File: src/rtl/mult_nxn_seq_pkg.sv
// Shared types and helpers for the digit-serial N x N multiplier.
package mult_nxn_seq_pkg;

  typedef enum logic [1:0] {
    IDLE = 2'd0,
    CALC = 2'd1,
    FIX  = 2'd2,
    DONE = 2'd3
  } state_e;

  function automatic int unsigned calc_d(int unsigned n, int unsigned k);
    return n / k;
  endfunction

  // Digit index width, kept at least one bit so D=1 still has a legal register.
  function automatic int unsigned idx_w(int unsigned d);
    return (d > 1) ? $clog2(d) : 1;
  endfunction

endpackage

File: src/rtl/mult_kxk.sv
// Combinational K x K -> 2K unsigned partial-product multiplier.
module mult_kxk #(
  parameter int K = 2
) (
  input  logic [K-1:0]   x,
  input  logic [K-1:0]   y,
  output logic [2*K-1:0] p
);

  always_comb begin
    p = (2*K)'(x) * (2*K)'(y);
  end

endmodule

File: src/rtl/mult_nxn_seq.sv
// Sequential N x N multiplier: sweeps D*D digit partial products into an
// accumulator, then applies the sign in a single FIX cycle.
module mult_nxn_seq
  import mult_nxn_seq_pkg::*;
#(
  parameter int N = 4,
  parameter int K = 2
) (
  input  logic           clk,
  input  logic           rst,
  input  logic           start,
  input  logic           sgn,
  input  logic [N-1:0]   a,
  input  logic [N-1:0]   b,
  output logic           busy,
  output logic           done,
  output logic [2*N-1:0] out
);

  localparam int unsigned D  = calc_d(N, K);
  localparam int unsigned IW = idx_w(D);
  localparam logic [IW-1:0] LAST = IW'(D - 1);

  state_e         state_q, state_d;
  logic [N:0]     ma_q, ma_d, mb_q, mb_d;
  logic           neg_q, neg_d;
  logic [2*N-1:0] acc_q, acc_d;
  logic [2*N-1:0] out_q, out_d;
  logic [IW-1:0]  i_q, i_d, j_q, j_d;

  logic [N:0]     a_ext, b_ext, a_mag, b_mag;
  logic [K-1:0]   dig_a, dig_b;
  logic [2*K-1:0] pp;
  logic [2*N-1:0] pp_sh, top_add, acc_fix;
  logic           sweep_end;

  // ---------------- control FSM ----------------
  assign sweep_end = (i_q == LAST) && (j_q == LAST);

  always_comb begin
    state_d = state_q;
    unique case (state_q)
      IDLE: if (start) state_d = CALC;
      CALC: if (sweep_end) state_d = FIX;
      FIX:  state_d = DONE;
      DONE: state_d = IDLE;
      default: state_d = IDLE;
    endcase
  end

  assign busy = (state_q == CALC) || (state_q == FIX);
  assign done = (state_q == DONE);
  assign out  = out_q;

  // ---------------- datapath ----------------
  // Sign-extend into N+1 bits so that -2^(N-1) has an exact magnitude.
  always_comb begin
    a_ext = {sgn & a[N-1], a};
    b_ext = {sgn & b[N-1], b};
    a_mag = a_ext[N] ? -a_ext : a_ext;
    b_mag = b_ext[N] ? -b_ext : b_ext;
  end

  always_comb begin
    dig_a = ma_q[int'(i_q)*K +: K];
    dig_b = mb_q[int'(j_q)*K +: K];
  end

  mult_kxk #(.K(K)) u_pp (
    .x(dig_a),
    .y(dig_b),
    .p(pp)
  );

  always_comb begin
    pp_sh = (2*N)'(pp) << (K * (int'(i_q) + int'(j_q)));
    // Bit N of a magnitude lies above every digit; its cross terms are folded in at FIX.
    top_add = (ma_q[N] ? ((2*N)'(mb_q) << N) : '0)
            + (mb_q[N] ? ((2*N)'(ma_q) << N) : '0);
    acc_fix = acc_q + top_add;
  end

  always_comb begin
    ma_d  = ma_q;
    mb_d  = mb_q;
    neg_d = neg_q;
    acc_d = acc_q;
    out_d = out_q;
    i_d   = i_q;
    j_d   = j_q;
    unique case (state_q)
      IDLE: begin
        if (start) begin
          ma_d  = a_mag;
          mb_d  = b_mag;
          neg_d = sgn & (a[N-1] ^ b[N-1]);
          acc_d = '0;
          i_d   = '0;
          j_d   = '0;
        end
      end
      CALC: begin
        acc_d = acc_q + pp_sh;
        if (j_q == LAST) begin
          j_d = '0;
          i_d = (i_q == LAST) ? '0 : i_q + 1'b1;
        end else begin
          j_d = j_q + 1'b1;
        end
      end
      FIX: begin
        out_d = neg_q ? -acc_fix : acc_fix;
      end
      default: ;
    endcase
  end

  always_ff @(posedge clk) begin
    if (rst) begin
      state_q <= IDLE;
      ma_q    <= '0;
      mb_q    <= '0;
      neg_q   <= 1'b0;
      acc_q   <= '0;
      out_q   <= '0;
      i_q     <= '0;
      j_q     <= '0;
    end else begin
      state_q <= state_d;
      ma_q    <= ma_d;
      mb_q    <= mb_d;
      neg_q   <= neg_d;
      acc_q   <= acc_d;
      out_q   <= out_d;
      i_q     <= i_d;
      j_q     <= j_d;
    end
  end

endmodule

File: config.mk
export PLATFORM = sky130hd
export DESIGN_NAME = mult_nxn_seq
export DESIGN_NICKNAME = d
export VERILOG_FILES = /design/src/rtl/mult_nxn_seq_pkg.sv /design/src/rtl/mult_kxk.sv /design/src/rtl/mult_nxn_seq.sv
export SDC_FILE = /design/constraint.sdc
export NUM_CORES = 1
export LEC_CHECK = 0
export ABC_CLOCK_PERIOD_IN_PS = 4200
export CORE_MARGIN = 3
export CORE_UTILIZATION = 60
export DETAILED_ROUTE_END_ITERATION = 10
export DONT_BUFFER_PORTS = 1
export PLACE_DENSITY = 0.76
export RECOVER_POWER = 25
export SLEW_MARGIN = 20
export SYNTH_ARGS = -nofsm -noshare
export SYNTH_HDL_FRONTEND = slang
export SYNTH_SLANG_ARGS = --single-unit
File: constraint.sdc
create_clock -name clk -period 4.2 [get_ports clk]
set_input_delay 0.21 -clock clk [delete_from_list [all_inputs] [get_ports clk]]
set_output_delay 0.21 -clock clk [all_outputs]
set_load 0.05 [all_outputs]
==> flow_metrics.py <==
metrics = {
    "run_status": {
        "status": "finished clean",
    },
    "synthesis": {
        "synth_top_flop_cell": "dfxtp_1",
        "yosysWarnings": 0,
        "yosysUniqueCellTypes": 38,
        "netlist_top_cells_count": "33 x nor2_1, 31 x dfxtp_1, 23 x nand2_1",
        "synthesis.instances": 251,
        "synth_area_sq_um": 2120,
        "synthArstFlopShare_pct": 0,
        "synth.avg_cell_area_sq_um": 8.44,
        "yosys-top-cells-area": "dfxtp_1 29%, ha_1 11%, nor2_1 5.8%",
        "yosys.area.top_type": "dfxtp_1",
        "synth_seq_cells": 31,
        "synth.top_cell.area_share_pct": 29.3,
        "yosysSeqAreaShare_pct": 29.3,
        "synth-edff-count": 0,
        "synth.most_common_cell": "nor2_1",
        "syn_nets": 287,
    },
    "cells_and_area": {
        "fill_cells": 281,
        "antenna_cells_inserted": 0,
        "layout-drive-gt1-share_pct": 3.59,
        "multi_input_area_sq_um": 1400,
        "area_growth_pct": 4.43,
        "regArea_sq_um": 621,
        "fin_nets": 286,
    },
    "floorplanning": {
        "coreArea_sq_um": 3200,
        "ios": 22,
        "rows": 20,
        "start_util_pct": 66.2,
        "die_y_microns": 65.4,
        "die_area_sq_um": 4280,
        "die_w_microns": 65.4,
    },
    "power": {
        "leakagePower_nw": 0.908,
        "irDropWorstVdd_mv": 0.230,
        "p_clk_share_pct": 19.0,
        "p_seq_share_pct": 50.3,
        "p_sw_share_pct": 44.1,
        "power_density_nw_per_um2": 408,
        "p_int_uw": 506,
        "power_frac_comb_pct": 30.8,
        "switchingPower_uw": 398,
    },
    "grt": {
        "grt_pass1_vias": 1608,
        "grt_pass1_wl_microns": 7230,
        "antenna_found_initial": 0,
        "grt_max_degree": 29,
        "globalRouteOverflowTotal": 0,
        "grtUsageTotal_pct": 22.0,
    },
    "detailed_routing": {
        "wl_microns": 4240,
        "drc": 0,
        "drt_iter0_drc": 106,
        "vias_per_cell": 5.84,
        "num_vias": 1722,
        "firstDrtPassIters": 4,
        "ant_nets": 0,
        "post_drt_wl_per_cell_microns": 14.4,
    },
    "clocking": {
        "clk_latency_ps": 340,
        "cts_buffers": 5,
        "ctsRootBufferMaster": "clkbuf_4",
        "path_clk_slew_ps": 110,
        "cts_tree": "yes",
        "htree_num_levels": 2,
        "cts_max_path_buffers": 2,
        "cts_sinks": 31,
    },
    "sta": {
        "slew_headroom_pct": 30.6,
        "fin_setup_tns_ps": 0,
        "finalSetupViolations": 0,
        "skew_ps": 15.8,
        "period_needed_ps": 2900,
        "maxSlewViolCount": 0,
        "grt_setup_unrepaired": "no",
        "finalHoldViolCount": 0,
        "final.period_utilization_pct": 69.1,
        "setup_ws_ps": 1300,
        "fmax_ghz": 0.344,
        "worst_slew_pin_slew_ps": 1040,
    },
    "job": {
        "maxCapViolCount": 0,
    },
    "critical_path": {
        "end_kind": "flip-flop",
        "worstPathArrival_ps": 3200,
        "r2r_cells": 10,
        "crit_fanout": 7,
        "r2r_start": "j_q",
        "cp-startpoint": "j_q",
        "start_kind": "flip-flop",
        "worst_r2r_endpoint": "acc_q[7]",
        "critical_path_class": "reg -> reg",
        "endpoint": "acc_q[7]",
        "rrSetupSlack_ps": 1300,
        "required_ps": 4500,
    },
    "min_path": {
        "hold_depth": 2,
        "hold_path_class": "in -> reg",
    },
    "placement": {
        "post-dp-hpwl_microns": 3210,
        "place_worst_setup_slack_ps": 1300,
        "portBuffers": 0,
        "gp_congestion": 0.938,
    },
}
layout by cell type, fill, tap and decap left out, types with 2 or more instances in the layout:
master / count
a211oi_1: 7
a21o_1: 2
a21oi_1: 11
a22o_1: 2
a22oi_1: 5
a311oi_1: 4
and2_1: 6
clkbuf_1: 2
clkbuf_4: 5
dfxtp_1: 31
dlygate4sd3_1: 3
fa_1: 5
ha_1: 19
inv_1: 16
mux2i_1: 11
nand2_1: 23
nand3_1: 10
nand3b_1: 3
nand4b_1: 2
nor2_1: 33
nor2b_1: 2
nor3b_1: 4
nor4_1: 2
nor4b_1: 2
o211ai_1: 2
o21ai_0: 6
o31ai_1: 5
or3_1: 3
xnor2_1: 8
xor2_1: 6
routing by layer:
| metal | up-vias | track usage, % | wire [microns] |
|---|---|---|---|
| met2 | 32 | 35.9 | 1930 |
| met3 | 6 | 6.50 | 237 |
| met5 | - | 0 | 0 |
| met1 | 804 | 28.2 | 2030 |
| li1 | 880 | - | - |
| met4 | 0 | 6.22 | 46 |
worst min-delay path by stage:
stage,start,endpoint
global route,a[1],ma_q[1]
floorplan,a[0],ma_q[0]
finish,b[3],mb_q[3]
detailed placement,rst,acc_q[2]
global placement,rst,mb_q[3]
CTS,b[3],mb_q[3]
cell type report:
class | count | share of cell area (%)
inverters | 16 | 2.71
multi-input cells | 193 | 63.1
clock inverters | 1 | 0.226
well taps | 44 | 2.49
clock buffers | 7 | 2.04
flip-flops and latches | 31 | 28.0
repair buffers | 3 | 1.36
cell families (layout without fill, tap and decap cells):
kind of cell / after synthesis / after routing / share of synthesized area (%)
AO/OA/AOI/OAI: 48 / 48 / 16.2
buffers and inverters: 27 / 27 / 4.78
AND/OR/NAND/NOR: 95 / 95 / 22.3
adder cells (fa/ha/maj): 24 / 24 / 15.9
XOR/XNOR: 14 / 14 / 5.79
flip-flops: 31 / 31 / 29.3
multiplexers: 12 / 12 / 5.73
metrics by stage:
step	total power [mW]	utilization, %	instance area (sq um)	hold WS, ps	std cells
after floorplan	0.684	-	2120	346	251
after global placement	0.730	66.6	2130	283	284
after detailed placement	0.735	66.6	2130	285	284
after CTS	0.912	69.1	2210	15.4	295
after global routing	0.965	69.1	2210	24.7	295
final	0.904	69.1	2210	23.5	295
flip-flops by register name (all words and copies together) (netlist names):
name     count
mb_q         5
acc_q        8
j_q          1
ma_q         5
neg_q        1
out          8
i_q          1
state_q      2
worst max-delay path: stages, from the launching register on:
cell and delay (ps):
dfxtp_1 480, mux2i_1 310, nor2_1 90, ha_1 320, nor3b_1 370, ha_1 320, a211oi_1 290, o211ai_1 140
nand2_1 110, mux2_2 330, nand3_1 70
power groups by stage:
stage | combinational [mW] | clock, mW | sequential (mW)
CTS | 0.281 | 0.176 | 0.455
detailed placement | 0.273 | 0 | 0.461
floorplan | 0.243 | 0 | 0.441
finish | 0.278 | 0.172 | 0.454
global route | 0.311 | 0.191 | 0.462
global placement | 0.270 | 0 | 0.460
repair_timing:
item,CTS,global route
resized for setup,0,0
hold buffers,3,0
hold endpoints to repair,28,0
buffers inserted,0,0
(Power assumes the default switching activity.)
